[src/rtl/pipe_stage_hs_pkg.sv]
// Shared widths, bubble payloads and steering types for the
// pipeline-stage handshake registers.
package pipe_stage_hs_pkg;

  localparam int IF_ID_W  = 64;
  localparam int ID_EX_W  = 160;
  localparam int EX_MEM_W = 104;
  localparam int MEM_WB_W = 72;

  localparam logic [31:0] NOP_INST = 32'h0000_0013;

  localparam logic [IF_ID_W-1:0]  IF_ID_BUBBLE  = {NOP_INST, 32'h0};
  localparam logic [ID_EX_W-1:0]  ID_EX_BUBBLE  = '0;
  localparam logic [EX_MEM_W-1:0] EX_MEM_BUBBLE = '0;
  localparam logic [MEM_WB_W-1:0] MEM_WB_BUBBLE = '0;

  typedef enum logic [1:0] {
    SEL_HOLD,
    SEL_IN,
    SEL_SKID,
    SEL_CLR
  } ent_sel_e;

  function automatic logic [1:0] occ_f(
    input logic m,
    input logic s
  );
    return {1'b0, m} + {1'b0, s};
  endfunction

endpackage

[src/rtl/pipe_stage_hs_entry.sv]
// One payload entry: data + valid flop with load/clear controls.
// An invalid entry always holds BUBBLE.
module pipe_entry
  import pipe_stage_hs_pkg::*;
#(
  parameter int            W      = 64,
  parameter logic [W-1:0]  BUBBLE = '0
) (
  input  logic         clk,
  input  logic         rst,
  input  logic         load_i,
  input  logic         clear_i,
  input  logic [W-1:0] d_i,
  output logic         v_o,
  output logic [W-1:0] q_o
);

  logic         v_q, v_d;
  logic [W-1:0] q_q, q_d;

  always_comb begin
    v_d = v_q;
    q_d = q_q;
    if (clear_i) begin
      v_d = 1'b0;
      q_d = BUBBLE;
    end else if (load_i) begin
      v_d = 1'b1;
      q_d = d_i;
    end
  end

  always_ff @(posedge clk or posedge rst) begin
    if (rst) begin
      v_q <= 1'b0;
      q_q <= BUBBLE;
    end else begin
      v_q <= v_d;
      q_q <= q_d;
    end
  end

  assign v_o = v_q;
  assign q_o = q_q;

endmodule

[src/rtl/pipe_stage_hs.sv]
// Pipeline-stage register with valid/ready handshake, flush and
// optional skid entry so in_ready can be registered.
module pipe_stage_hs
  import pipe_stage_hs_pkg::*;
#(
  parameter int                DATA_W = 64,
  parameter int                SKID   = 1,
  parameter logic [DATA_W-1:0] BUBBLE = '0
) (
  input  logic              clk,
  input  logic              rst,
  input  logic              in_valid,
  output logic              in_ready,
  input  logic [DATA_W-1:0] in_data,
  output logic              out_valid,
  input  logic              out_ready,
  output logic [DATA_W-1:0] out_data,
  input  logic              flush,
  output logic [1:0]        occupancy
);

  logic              main_v, skid_v;
  logic [DATA_W-1:0] main_q, skid_q;
  logic              main_free, accept;
  logic              m_ld, m_clr;
  logic [DATA_W-1:0] m_d;
  ent_sel_e          msel;

  assign main_free = !main_v | out_ready;
  assign accept    = in_valid & in_ready;

  // Skid always drains first so FIFO order holds.
  always_comb begin
    msel = SEL_HOLD;
    if (flush)           msel = SEL_CLR;
    else if (!main_free) msel = SEL_HOLD;
    else if (skid_v)     msel = SEL_SKID;
    else if (accept)     msel = SEL_IN;
    else                 msel = SEL_CLR;
  end

  assign m_ld  = (msel == SEL_IN) || (msel == SEL_SKID);
  assign m_clr = (msel == SEL_CLR);
  assign m_d   = (msel == SEL_SKID) ? skid_q : in_data;

  pipe_entry #(.W(DATA_W), .BUBBLE(BUBBLE)) u_main (
    .clk     (clk),
    .rst     (rst),
    .load_i  (m_ld),
    .clear_i (m_clr),
    .d_i     (m_d),
    .v_o     (main_v),
    .q_o     (main_q)
  );

  generate
    if (SKID != 0) begin : g_skid
      logic s_ld, s_clr;

      always_comb begin
        s_ld  = 1'b0;
        s_clr = flush;
        if (!flush) begin
          if (main_free) begin
            s_ld  = skid_v & accept;
            s_clr = !(skid_v & accept);
          end else begin
            s_ld  = accept;
          end
        end
      end

      pipe_entry #(.W(DATA_W), .BUBBLE(BUBBLE)) u_skid (
        .clk     (clk),
        .rst     (rst),
        .load_i  (s_ld),
        .clear_i (s_clr),
        .d_i     (in_data),
        .v_o     (skid_v),
        .q_o     (skid_q)
      );

      assign in_ready = !skid_v;
    end else begin : g_noskid
      assign skid_v   = 1'b0;
      assign skid_q   = BUBBLE;
      assign in_ready = main_free;
    end
  endgenerate

  assign out_valid = main_v;
  assign out_data  = main_q;
  assign occupancy = occ_f(main_v, skid_v);

endmodule

[config.mk]
export PLATFORM = sky130hd
export DESIGN_NAME = pipe_stage_hs
export DESIGN_NICKNAME = d
export VERILOG_FILES = /design/src/rtl/pipe_stage_hs_pkg.sv /design/src/rtl/pipe_stage_hs_entry.sv /design/src/rtl/pipe_stage_hs.sv
export SDC_FILE = /design/constraint.sdc
export NUM_CORES = 1
export LEC_CHECK = 0
export ABC_AREA = 1
export CORE_UTILIZATION = 51
export CTS_CLUSTER_SIZE = 10
export DETAILED_ROUTE_END_ITERATION = 8
export HOLD_SLACK_MARGIN = 0.05
export MAX_ROUTING_LAYER = met4
export PLACE_DENSITY = 0.91
export SLEW_MARGIN = 20
export SYNTH_ARGS = -nofsm -noshare
export SYNTH_HDL_FRONTEND = slang
export SYNTH_SLANG_ARGS = --single-unit
export TNS_END_PERCENT = 1
[constraint.sdc]
create_clock -name clk -period 4.8 [get_ports clk]
set_clock_uncertainty 0.15 [all_clocks]
set_input_delay 0.48 -clock clk [delete_from_list [all_inputs] [get_ports clk]]
set_output_delay 0.48 -clock clk [all_outputs]
set_load 0.01 [all_outputs]
==> flow_summary.yaml <==
setup_path:
  cp-end-kind: "flop"
  cp_data_required_time_ps: 4910
  worst-r2r-setup-slack_ps: 2170
  rr_endpoint: "g_skid.u_skid.q_o[8]$_DFFE_PP0P_"
  reg2reg_depth: 4
  worstSetupPathType: "in -> reg"
  worstPathMaxFanout: 64
  worst_r2r_startpoint: "u_main.v_o$_DFFE_PP0P_"
  crit_arrival_ps: 3020
  start_kind: "primary input"
synthesis:
  synth_cell_type_count: 21
  ys_async_sr_fraction_pct: 100.0
  synth_fp_nets: 772
  netlist_area_um2: 6037
  synth.top_cells.by_count: "sky130_fd_sc_hd__nand2_1, sky130_fd_sc_hd__dfrtp_1, sky130_fd_sc_hd__nand3_1"
  synth_enable_flop_cells: 0
  syn_inst_count: 702
  syn_area_per_cell_um2: 8.600
  synthMostInstantiatedCell: "sky130_fd_sc_hd__nand2_1"
  yosysWarnings: 0
  yosysSeqAreaShare_pct: 53.89
  ys_ff_latch: 130
  yosys-top-cells-area: "sky130_fd_sc_hd__dfrtp_1, sky130_fd_sc_hd__nand2_1, sky130_fd_sc_hd__a21oi_2, sky130_fd_sc_hd__nand3_1, sky130_fd_sc_hd__o21ai_1"
  synthDominantAreaCellType: "sky130_fd_sc_hd__dfrtp_1"
  synth_flop_cell: "sky130_fd_sc_hd__dfrtp_1"
  synth_top_cell_area_share_pct: 53.89
pwr:
  report.power.total_mw: 2.680
  vdd.ir_drop.worst_uv: 199.5
  sw_frac_of_total_pct: 23.61
  flop_pwr_share_pct: 43.5
  total_leakage_power_nw: 3.705
  pwr-share-comb_pct: 11.5
  power_frac_clock_pct: 45.0
  power.density_cell_area_nw_per_um2: 341.6
  power.net_switching_mw: 0.6327
  internal-power_mw: 2.047
routing:
  vias: 5073
  route.detailed.wl_per_inst_um: 14.71
  postRouteWirelength_mm: 14.28
  vias_per_cell: 5.225
  first_pass_iters: 5
  drt_first_iter_violations: 363
  drc: 0
  postRouteAntennaNets: 0
floorplan:
  x_dimension_of_the_die_um: 110.8
  num_io_pins: 137
  die_outline_height_um: 110.8
  die_area_um2: 12280
  start_util_pct: 52.65
  num_rows: 39
  core_area_um2: 11470
global_routing:
  largest_net_degree_at_the_start_of_global_routing: 101
  antenna_found_initial: 0
  grt.overflow.total: 0
  grt_pass1_wl_mm: 24.03
  grt_util_all_layers_pct: 25.21
  first_global_vias: 5085
timing:
  final.period_utilization_pct: 60.67
  hold_violations: 0
  fin_tns_setup_ps: 0
  setup_viol: 0
  slew_viol_final: 0
  worst-slew-pin-transition_ps: 907.9
  period_minus_slack_ps: 2912
  worst_slew_margin_rel_pct: 39.40
  max_freq_mhz: 343.4
  grt_setup_unrepaired: "false"
clock_tree:
  worst_skew_pair.late_latency_ps: 410
  tritoncts.num_buffers: 17
  cts_setup_buffers: 0
  cts_tree: "built"
  worst_setup_hold_path_clk_slew_ps: 60
  tritoncts_num_sinks: 130
  hold_buffer_count_at_cts: 0
  htreeDepth: 4
  postCtsResizedCells: 0
  clk_path_buf_depth: 2
  clockRootBuffer: "sky130_fd_sc_hd__clkbuf_16"
run:
  max-cap-violations: 0
min_path:
  worstHoldPathType: "reg -> reg"
  holdCritStartpoint: "u_main.q_o[63]$_DFFE_PP0P_"
  min_path_cells: 2
  hold_path_end: "u_main.q_o[63]$_DFFE_PP0P_"
place:
  io_buffer_count: 136
  detailedPlacementHpwl_mm: 8.740
  gp_routability_congestion: 0.7733
cells_and_area:
  drive_above_1_share_pct: 11.59
  area_growth_from_synthesis_to_final_layout_pct: 29.97
  footprint_of_the_multi_input_gates_um2: 2192
  fillerInstances: 902
  num_antenna_cells: 0
  layout.area.seq_um2: 3253
  final_nets: 887
status:
  status: "finished, final reports clean"
layout make-up:
cell class	count	share of cell area (%)
clock buffer	24	6.267
clock inverter	6	0.7016
inverter	70	3.428
multi-input combinational	456	27.94
sequential	130	41.46
tap	143	2.280
timing repair buffer	142	17.92
sequential cells by signal, summed over array words and instances, names as in the netlist:
signal and cells:
g_skid.u_skid.q_o 64, g_skid.u_skid.v_o 1, u_main.v_o 1, u_main.q_o 64
per-stage QoR:
| stage | utilization [%] | hold slack (ps) | setup WS, ps | std cells | area (µm²) |
|---|---|---|---|---|---|
| after floorplan | - | 328.2 | 700.7 | 702 | 6037 |
| after global placement | 63.64 | 340.9 | 1697 | 941 | 7298 |
| after detailed placement | 63.64 | 351.0 | 1609 | 941 | 7298 |
| after CTS | 68.41 | 363.6 | 1945 | 971 | 7845 |
| after global routing | 68.42 | 386.0 | 1716 | 971 | 7846 |
| final | 68.42 | 359.2 | 1888 | 971 | 7846 |
power groups by stage:
stage | logic [mW] | clock network, mW | registers, mW
after floorplan | 0.138 | 0 | 1.20
final | 0.309 | 1.21 | 1.17
after CTS | 0.313 | 1.21 | 1.17
after global placement | 0.305 | 0 | 1.18
after global routing | 0.336 | 1.27 | 1.17
after detailed placement | 0.310 | 0 | 1.19
layer usage:
metal / up-vias / track usage (%) / share of wire (%)
met1: 2426 / 30.61 / 43
li1: 2449 / - / -
met5: - / - / 0
met2: 169 / 41.53 / 50
met3: 29 / 5.249 / 5.3
met4: 0 / 9.511 / 1.8
kinds of logic after synthesis:
| kind of cell | Yosys count | share of synthesized area (%) |
|---|---|---|
| compound gates | 129 | 13.82 |
| fa+ha+maj | 1 | 0.2072 |
| buf+inv | 116 | 9.969 |
| flops | 130 | 53.89 |
| simple gates | 326 | 22.11 |
how the worst max path moves through the flow:
stage               start                                end  depth (start not counted)
finish              flush   g_skid.u_skid.q_o[8]$_DFFE_PP0P_                          6
global route        flush   g_skid.u_skid.q_o[8]$_DFFE_PP0P_                          6
CTS                 flush   g_skid.u_skid.q_o[8]$_DFFE_PP0P_                          6
detailed placement  flush  g_skid.u_skid.q_o[11]$_DFFE_PP0P_                          6
global placement    flush  g_skid.u_skid.q_o[47]$_DFFE_PP0P_                          6
floorplan             rst   g_skid.u_skid.q_o[0]$_DFFE_PP0P_                          1
worst max-delay path: stages:
cell	delay [ps]
sky130_fd_sc_hd__clkdlybuf4s50_1	640
sky130_fd_sc_hd__inv_2	90
sky130_fd_sc_hd__nand3_4	410
sky130_fd_sc_hd__clkinv_2	890
sky130_fd_sc_hd__nand3_1	350
sky130_fd_sc_hd__o21ai_1	130
layout by cell type, fill, tap and decap left out:
master / count
sky130_fd_sc_hd__a21oi_2: 50
sky130_fd_sc_hd__clkbuf_1: 3
sky130_fd_sc_hd__bufinv_16: 1
sky130_fd_sc_hd__inv_1: 63
sky130_fd_sc_hd__ha_1: 1
sky130_fd_sc_hd__a21oi_1: 14
sky130_fd_sc_hd__o21ai_1: 59
sky130_fd_sc_hd__nand3_1: 66
sky130_fd_sc_hd__nor2_1: 63
sky130_fd_sc_hd__inv_2: 5
sky130_fd_sc_hd__nand2_1: 190
sky130_fd_sc_hd__or2_2: 1
sky130_fd_sc_hd__nor2_4: 2
sky130_fd_sc_hd__dfrtp_1: 130
sky130_fd_sc_hd__o21ai_0: 5
sky130_fd_sc_hd__clkbuf_8: 4
sky130_fd_sc_hd__nand4_1: 1
sky130_fd_sc_hd__clkinv_2: 6
sky130_fd_sc_hd__inv_6: 1
sky130_fd_sc_hd__a31oi_1: 1
sky130_fd_sc_hd__buf_4: 6
sky130_fd_sc_hd__clkbuf_16: 17
sky130_fd_sc_hd__clkdlybuf4s50_1: 136
sky130_fd_sc_hd__nand2_2: 2
sky130_fd_sc_hd__nand3_4: 1
Note: power is estimated with default switching activity, not from simulation.
